### src/rtl/ipv4_hdr_chk_verify.sv
// Receive-side IPv4 header checksum verifier: sums all IHL words of a header
// (checksum field included) and reports ok / bad checksum / bad header once per header.
module ipv4_hdr_chk_verify #(
  parameter int          ACC_W      = 21,
  parameter logic [3:0]  EXPECT_VER = 4'd4,
  parameter logic [3:0]  MIN_IHL    = 4'd5
) (
  input  logic        clk,
  input  logic        reset,
  input  logic        in_valid,
  input  logic        in_sof,
  input  logic [31:0] in_word,
  output logic        in_ready,
  output logic        res_valid,
  output logic        res_ok,
  output logic        res_bad_csum,
  output logic        res_bad_hdr,
  output logic [3:0]  res_ihl,
  output logic [15:0] res_sum,
  output logic        abort
);

  // Handshake: a word transfers on a rising clk edge where in_valid and in_ready are both 1.
  typedef enum logic [2:0] {IDLE, ACCUM, FOLD1, FOLD2, REPORT} state_t;

  state_t             state_q, state_d;
  logic [ACC_W-1:0]   acc_q, acc_d;
  logic [3:0]         wcnt_q, wcnt_d;
  logic [3:0]         ihl_q, ihl_d;
  logic [16:0]        s1_q, s1_d;
  logic               res_ok_q, res_ok_d;
  logic               res_bad_csum_q, res_bad_csum_d;
  logic               res_bad_hdr_q, res_bad_hdr_d;
  logic [3:0]         res_ihl_q, res_ihl_d;
  logic [15:0]        res_sum_q, res_sum_d;
  logic               abort_q, abort_d;

  logic               accept;
  logic               hdr_legal;
  logic [ACC_W-1:0]   word_sum;
  logic [15:0]        fold2_sum;

  assign word_sum  = ACC_W'(in_word[31:16]) + ACC_W'(in_word[15:0]);
  assign hdr_legal = (in_word[31:28] == EXPECT_VER) && (in_word[27:24] >= MIN_IHL);
  assign fold2_sum = s1_q[15:0] + {15'd0, s1_q[16]};

  always_comb begin
    state_d        = state_q;
    acc_d          = acc_q;
    wcnt_d         = wcnt_q;
    ihl_d          = ihl_q;
    s1_d           = s1_q;
    res_ok_d       = res_ok_q;
    res_bad_csum_d = res_bad_csum_q;
    res_bad_hdr_d  = res_bad_hdr_q;
    res_ihl_d      = res_ihl_q;
    res_sum_d      = res_sum_q;
    abort_d        = 1'b0;
    in_ready       = (state_q == IDLE) || (state_q == ACCUM);
    accept         = in_valid && in_ready;

    case (state_q)
      IDLE, ACCUM: begin
        if (accept && in_sof) begin
          // A new word 0 always restarts; mid-header it discards the old header.
          abort_d = (state_q == ACCUM);
          ihl_d   = in_word[27:24];
          acc_d   = word_sum;
          wcnt_d  = 4'd1;
          if (hdr_legal) begin
            state_d = ACCUM;
          end else begin
            state_d        = REPORT;
            res_ok_d       = 1'b0;
            res_bad_csum_d = 1'b0;
            res_bad_hdr_d  = 1'b1;
            res_ihl_d      = in_word[27:24];
            res_sum_d      = 16'd0;
          end
        end else if (accept && (state_q == ACCUM)) begin
          acc_d  = acc_q + word_sum;
          wcnt_d = wcnt_q + 4'd1;
          if (wcnt_d == ihl_q) state_d = FOLD1;
        end
      end
      FOLD1: begin
        s1_d    = 17'(acc_q[15:0]) + 17'(acc_q[ACC_W-1:16]);
        state_d = FOLD2;
      end
      FOLD2: begin
        // End-around carry; the result register doubles as the held res_sum.
        res_sum_d      = fold2_sum;
        res_ok_d       = (fold2_sum == 16'hFFFF);
        res_bad_csum_d = (fold2_sum != 16'hFFFF);
        res_bad_hdr_d  = 1'b0;
        res_ihl_d      = ihl_q;
        state_d        = REPORT;
      end
      REPORT: state_d = IDLE;
      default: state_d = IDLE;
    endcase
  end

  always_ff @(posedge clk) begin
    if (reset) begin
      state_q        <= IDLE;
      acc_q          <= '0;
      wcnt_q         <= '0;
      ihl_q          <= '0;
      s1_q           <= '0;
      res_ok_q       <= 1'b0;
      res_bad_csum_q <= 1'b0;
      res_bad_hdr_q  <= 1'b0;
      res_ihl_q      <= '0;
      res_sum_q      <= '0;
      abort_q        <= 1'b0;
    end else begin
      state_q        <= state_d;
      acc_q          <= acc_d;
      wcnt_q         <= wcnt_d;
      ihl_q          <= ihl_d;
      s1_q           <= s1_d;
      res_ok_q       <= res_ok_d;
      res_bad_csum_q <= res_bad_csum_d;
      res_bad_hdr_q  <= res_bad_hdr_d;
      res_ihl_q      <= res_ihl_d;
      res_sum_q      <= res_sum_d;
      abort_q        <= abort_d;
    end
  end

  assign res_valid    = (state_q == REPORT);
  assign res_ok       = res_ok_q;
  assign res_bad_csum = res_bad_csum_q;
  assign res_bad_hdr  = res_bad_hdr_q;
  assign res_ihl      = res_ihl_q;
  assign res_sum      = res_sum_q;
  assign abort        = abort_q;

endmodule
### config.mk
export PLATFORM = sky130hd
export DESIGN_NAME = ipv4_hdr_chk_verify
export DESIGN_NICKNAME = d
export VERILOG_FILES = /design/src/rtl/ipv4_hdr_chk_verify.sv
export SDC_FILE = /design/constraint.sdc
export NUM_CORES = 1
export LEC_CHECK = 0
export ABC_CLOCK_PERIOD_IN_PS = 8200
export BUFFER_PORTS_ARGS = -buffer_cell sky130_fd_sc_hd__buf_2
export CORE_MARGIN = 4
export CORE_UTILIZATION = 64
export DETAILED_ROUTE_END_ITERATION = 16
export PLACE_DENSITY_LB_ADDON = 0.1
export SLEW_MARGIN = 20
export SYNTH_ARGS = -nofsm -noshare
export SYNTH_HDL_FRONTEND = slang
export SYNTH_SLANG_ARGS = --single-unit
### constraint.sdc
create_clock -name clk -period 8.2 [get_ports clk]
set_clock_uncertainty 0.1 [all_clocks]
set_input_delay 0.82 -clock clk [delete_from_list [all_inputs] [get_ports clk]]
set_output_delay 0.82 -clock clk [all_outputs]
set_load 0.05 [all_outputs]
**After elaboration in Yosys (flattened, before gate mapping)**

Index checks and enable logic that the tools add are counted.
W data, S select, Z words.

- Multiply operators: 0
- Shifts and indexed selects: 0
- Reduce and logical (&&, ||, !) cells: 14
- Order comparisons: 1
- Add/sub/neg operators: 5
- Equal/unequal tests: 12
- Multiplexer cells: 22
- Div/mod/pow operators: 0
- Bitwise operators: 2

Operator list:

| kind | count |
|---|---|
| $mux W21 | 2 |
| $mux W16 | 2 |
| $pmux W16 S2 | 1 |
| $add A21 B17 Y21 | 1 |
| $add A16 B16 Y17 | 1 |
| $add A16 B5 Y17 | 1 |
| $add A16 B1 Y16 | 1 |
| $eq A16 B16 Y1 const B | 1 |
| $mux W4 | 4 |
| $ne A16 B16 Y1 const B | 1 |
| $mux W3 | 4 |
| $pmux W3 S3 | 1 |
| $pmux W4 S2 | 1 |
| $eq A3 B2 Y1 const B | 2 |
| $ne A3 B3 Y1 const B | 2 |
| $pmux W1 S2 | 3 |
| $reduce_and A2 Y1 | 3 |
| $add A4 B1 Y4 const B | 1 |
| $eq A4 B3 Y1 const B | 1 |
| $eq A4 B4 Y1 | 1 |
| $ge A4 B3 Y1 const B | 1 |
| $logic_and A1 B1 Y1 | 4 |
| $mux W1 | 4 |
| $ne A2 B2 Y1 const B | 2 |
| 9 further kinds | 11 |

- Bits in latches: 0
- Word-level logic and storage cells: 67
- Bits in registers: 73
- Input bits: 36
- Memory bits (read-only): 0
- Memory bits (writable): 0
- Output and inout port bits: 26
- Memories kept: 0

**Logic depth before layout (Yosys ltp)**

- Word-level depth: 7
- Gate-level depth with buffers: 17
- Gate-level depth less buffers: 17

**Worst setup path after synthesis**

OpenSTA, ideal clock, no wires.

- Path type: input-to-reg
- From: input in_word[1]
- To: register acc_q[20]
- Data arrival time: 3.823 ns
- Buffers on the path: 1
- Setup time: 0.070 ns
- Setup slack: 4.207 ns
- Stages on the path: 16
- Cell sequence: ha_1 -> a211oi_1 -> nor2_1 -> o41ai_4 -> o31ai_1 -> a31oi_2 -> xnor2_1 -> ha_1 -> clkbuf_1 -> a21oi_1 -> nor2b_1 -> o21ai_0 -> o21ai_0 -> o211ai_2 -> or3_1 -> a21oi_1

- Longest elaborated chain between the ends: 4

Ends and longest elaborated chain:

| element | line | text |
|---|---|---|
| from (decl) | 12 | `input logic [31:0] in_word,` |
| $add A16 B16 Y17 | 43 | `assign word_sum = ACC_W'(in_word[31:16]) + ACC_W'(in_word[15:0]);` |
| $add A21 B17 Y21 | 81 | `acc_d = acc_q + word_sum;` |
| $mux W21 | 80 | `end else if (accept && (state_q == ACCUM)) begin` |
| $mux W21 | 64 | `if (accept && in_sof) begin` |
| to (signal assigned) | 107 | `acc_q <= '0;` |
| to (signal assigned) | 119 | `acc_q <= acc_d;` |
| to (decl) | 27 | `logic [ACC_W-1:0] acc_q, acc_d;` |

Every way passes these cells. The select of a mux whose other input is x is not followed.
A chain may end at the register's enable or synchronous reset.

**Final worst setup path**

Ends and elaborated chain as after synthesis.

==> run metrics <==
largest family of logic cells by synthesized area compound AO/OA/AOI/OAI gates; Peak Freq roughly 250 MHz; CTS tree done; Initial Util between 60 and 70%; Reg area approximately 1500 sq um; CTS sink cnt 73; All-Layer GR Usage 28.6%; # IOs slightly above 60; largest stage delay on the critical path ~440 ps; Vias ~5000; Tot Pwr between 0.001 and 0.0015 W; CTS resizes 0; Hold EP s1_q[0]; Sum Neg Setup Slack 0 ps; Register-to-Register Path Depth 7; slowest library cell on the worst path o41ai_4; Final Slew Violations 0; yosys warns 0; Wirelength per Cell 16.7 um; Post-Route WL 13.6 mm; flops & latches, synth 73; max_cap viols 0; Layout fillers 620; period utilization 49.0%; input/output buffers 61; measured slew at the worst slew-check pin ~890 ps; gr ovfl total 0; Worst R2R Setup Slack 5350 ps; Seq pwr share 36.8%; switch share a little over a third; die area 9740 sq um; share of cells above drive strength 1 14.3%; Adder-Cell Fraction of Synth Area 11.6%; r2r startpoint state_q[1]; CP startpoint kind input port; Yosys cell types 71; Internal Pwr Total 0.000696 W; cell area power density 186 nW/um^2; vias in the first global route 4937; worst path arrival time 4210 ps; Comb pwr share ~32%; post-synthesis xor/xnor area fraction 9.48%; Most used DFF post-synth dfxtp_1; commonest non-fill, non-tap cell in the layout nor2_1; Avg Cell Area, Syn 7.99 sq um; buffer levels on the longest clock path 2; gp weighted congestion between 0.9 and 1; worst-path fanout max 9; Final setup viols 0; number of synthesized flops with an enable pin 0; worst hold path stage count 2; Rows 32; compound-gate portion of the synthesized area 25.5%; Seq/Total Area, Yosys 27.8%; TritonCTS Buffers 9; share of synthesized registers carrying an async set or reset 0%; critical path cell sequence buf_2 > ha_1 > a211oi_1 > nor2_1 > o41ai_4 > o31ai_1 > a31oi_2 > xnor2_1 > ha_1 > a21oi_1 > nor2b_1 > o21ai_0 > o21ai_0 > o211ai_2 > or3_1 > a21oi_1; switching power approximately 0.00039 W; mux cell area share after synthesis 0.760%; kind of critical path input port to flip-flop; min-delay src s1_q[0]; CTS Root Cell clkbuf_8; Clk Latency, worst-skew pair ~350 ps; required time worst endpoint 8390 ps; CP endpoint kind flip-flop; Die X between 90 and 100 um; clock network power share 31.1%; H-tree depth 3; unrepaired setup endpoints after global routing false; Final ANT Viol Nets 0; first-pass GRT wire length 22.8 mm; Simple-Gate Fraction of Synth Area roughly a fifth; Avg Vias per Cell a little over 6; Area Overhead vs Synth 11.0%; core region area about 7800 sq um; Nets 789; HPWL after DPL 10.2 mm; synthesized area 5270 sq um; Leak roughly 2.4 nW; Starting DRT DRC Count 244; Hold Path Class flip-flop to flip-flop; Worst IR Drop VDD 109 uV; Ant. Diodes 0; post-CTS setup repair buffer count 0; Non-Filler Instances between 800 and 900; run status complete, no violations; largest net degree at the start of global routing 72; relative slew slack 40.8%; reg2reg end acc_q[19]; post-synth net total between 700 and 800; fin crit period a little over 4000 ps; multi-input logic area 3630 sq um; CTS hold repair buffers 0; Remaining DRCs 0; initial antenna violation count 0; final hold viol count 0; die height 98.7 um; hold_ws 370 ps; drt pass-1 iters 5; most frequent cells in the layout 87 x nor2_1, 73 x nand2_1, 73 x dfxtp_1; Worst-path clk slew about 90 ps; Mapped Cells around 660; Placed Instances 797
-- cell type report --
type	count	share of cell area, %
clock buffer	10	2.35
timing repair buffer	65	5.74
clock inverter	6	1.67
inverter	14	0.899
tap	102	2.18
sequential	73	25.0
multi-input combinational	543	62.1
-- power by group through the flow --
stage               Clock [W]  Sequential [W]  Combinational (W)
global placement            0        0.000405           0.000332
finish               0.000338        0.000400           0.000349
global route         0.000354        0.000403           0.000388
floorplan                   0        0.000405           0.000268
CTS                  0.000341        0.000399           0.000344
detailed placement          0        0.000407           0.000340
-- per-stage QoR --
| stage | setup slack (ps) | util, % | area [sq um] |
|---|---|---|---|
| 5_1_grt | 3760 | 74.5 | 5840 |
| 3_5_place_dp | 3870 | 71.4 | 5600 |
| 6_report | 4180 | 74.5 | 5840 |
| 2_1_floorplan | 4210 | - | 5270 |
| 3_3_place_gp | 3980 | 71.4 | 5600 |
| 4_1_cts | 4180 | 74.4 | 5840 |
-- worst max-delay path by stage --
| stage | end | from |
|---|---|---|
| after floorplan | acc_q[20] | in_word[1] |
| after global placement | acc_q[20] | in_word[1] |
| after detailed placement | acc_q[20] | in_word[1] |
| after CTS | acc_q[20] | in_word[1] |
| after global routing | acc_q[19] | in_word[0] |
| final | acc_q[20] | in_word[1] |
-- cells by family after synthesis --
logic type | Yosys count
AO/OA/AOI/OAI | 193
XOR/XNOR | 57
buffers and inverters | 43
adder cells (fa/ha/maj) | 47
flip-flops | 73
multiplexers | 4
AND/OR/NAND/NOR | 242
-- synth_stat cells (3+ instances only) --
| cell | n | area, sq um |
|---|---|---|
| a221oi_1 | 3 | 26.3 |
| xnor2_1 | 33 | 289 |
| nor2b_1 | 7 | 43.8 |
| o21ai_1 | 3 | 15.0 |
| nand3b_1 | 6 | 45.0 |
| o211ai_1 | 3 | 22.5 |
| o21ai_0 | 28 | 140 |
| buf_2 | 3 | 15.0 |
| a21o_1 | 7 | 52.6 |
| a31oi_1 | 5 | 31.3 |
| nor2_1 | 87 | 327 |
| o21a_1 | 7 | 52.6 |
| nand3_1 | 14 | 70.1 |
| a22oi_1 | 18 | 135 |
| or3_1 | 3 | 18.8 |
| mux2i_1 | 4 | 40.0 |
| a311oi_1 | 3 | 26.3 |
| clkbuf_1 | 21 | 78.8 |
| a21oi_1 | 56 | 280 |
| nand4_1 | 9 | 56.3 |
| nor3b_1 | 4 | 30.0 |
| dfxtp_1 | 73 | 1460 |
| xor2_1 | 24 | 210 |
| nor4_1 | 3 | 18.8 |
| and3_1 | 9 | 56.3 |
| fa_1 | 3 | 60.1 |
| o21bai_1 | 3 | 22.5 |
| nand2_1 | 73 | 274 |
| inv_1 | 14 | 52.6 |
| a211oi_1 | 20 | 150 |
| a2bb2oi_1 | 3 | 26.3 |
| ha_1 | 44 | 551 |
| nor3_1 | 9 | 45.0 |
| o31ai_1 | 3 | 22.5 |
| a2111oi_0 | 4 | 35.0 |
| a21boi_0 | 3 | 22.5 |
-- sequential cells by signal (all words and copies together) (netlist names) --
name	count
ihl_q	4
acc_q	21
res_ok	1
abort	1
res_ihl	4
wcnt_q	4
s1_q	17
state_q	3
res_bad_csum	1
res_sum	16
res_bad_hdr	1
-- per-layer routing --
layer	track usage, %	vias up	routed length (um)
met2	50.0	161	6590
met4	12.8	0	453
met1	34.6	2338	5870
met3	4.18	31	670
li1	-	2485	-
met5	0	-	0
-- worst max-delay path, delay by kind of cell --
family                   cells  cell delay, ps
AO/OA/AOI/OAI                9            1830
adder cells (fa/ha/maj)      2             710
XOR/XNOR                     1             100
buffers and inverters        1             110
AND/OR/NAND/NOR              3             670
Power figures use the tool's default switching activity.
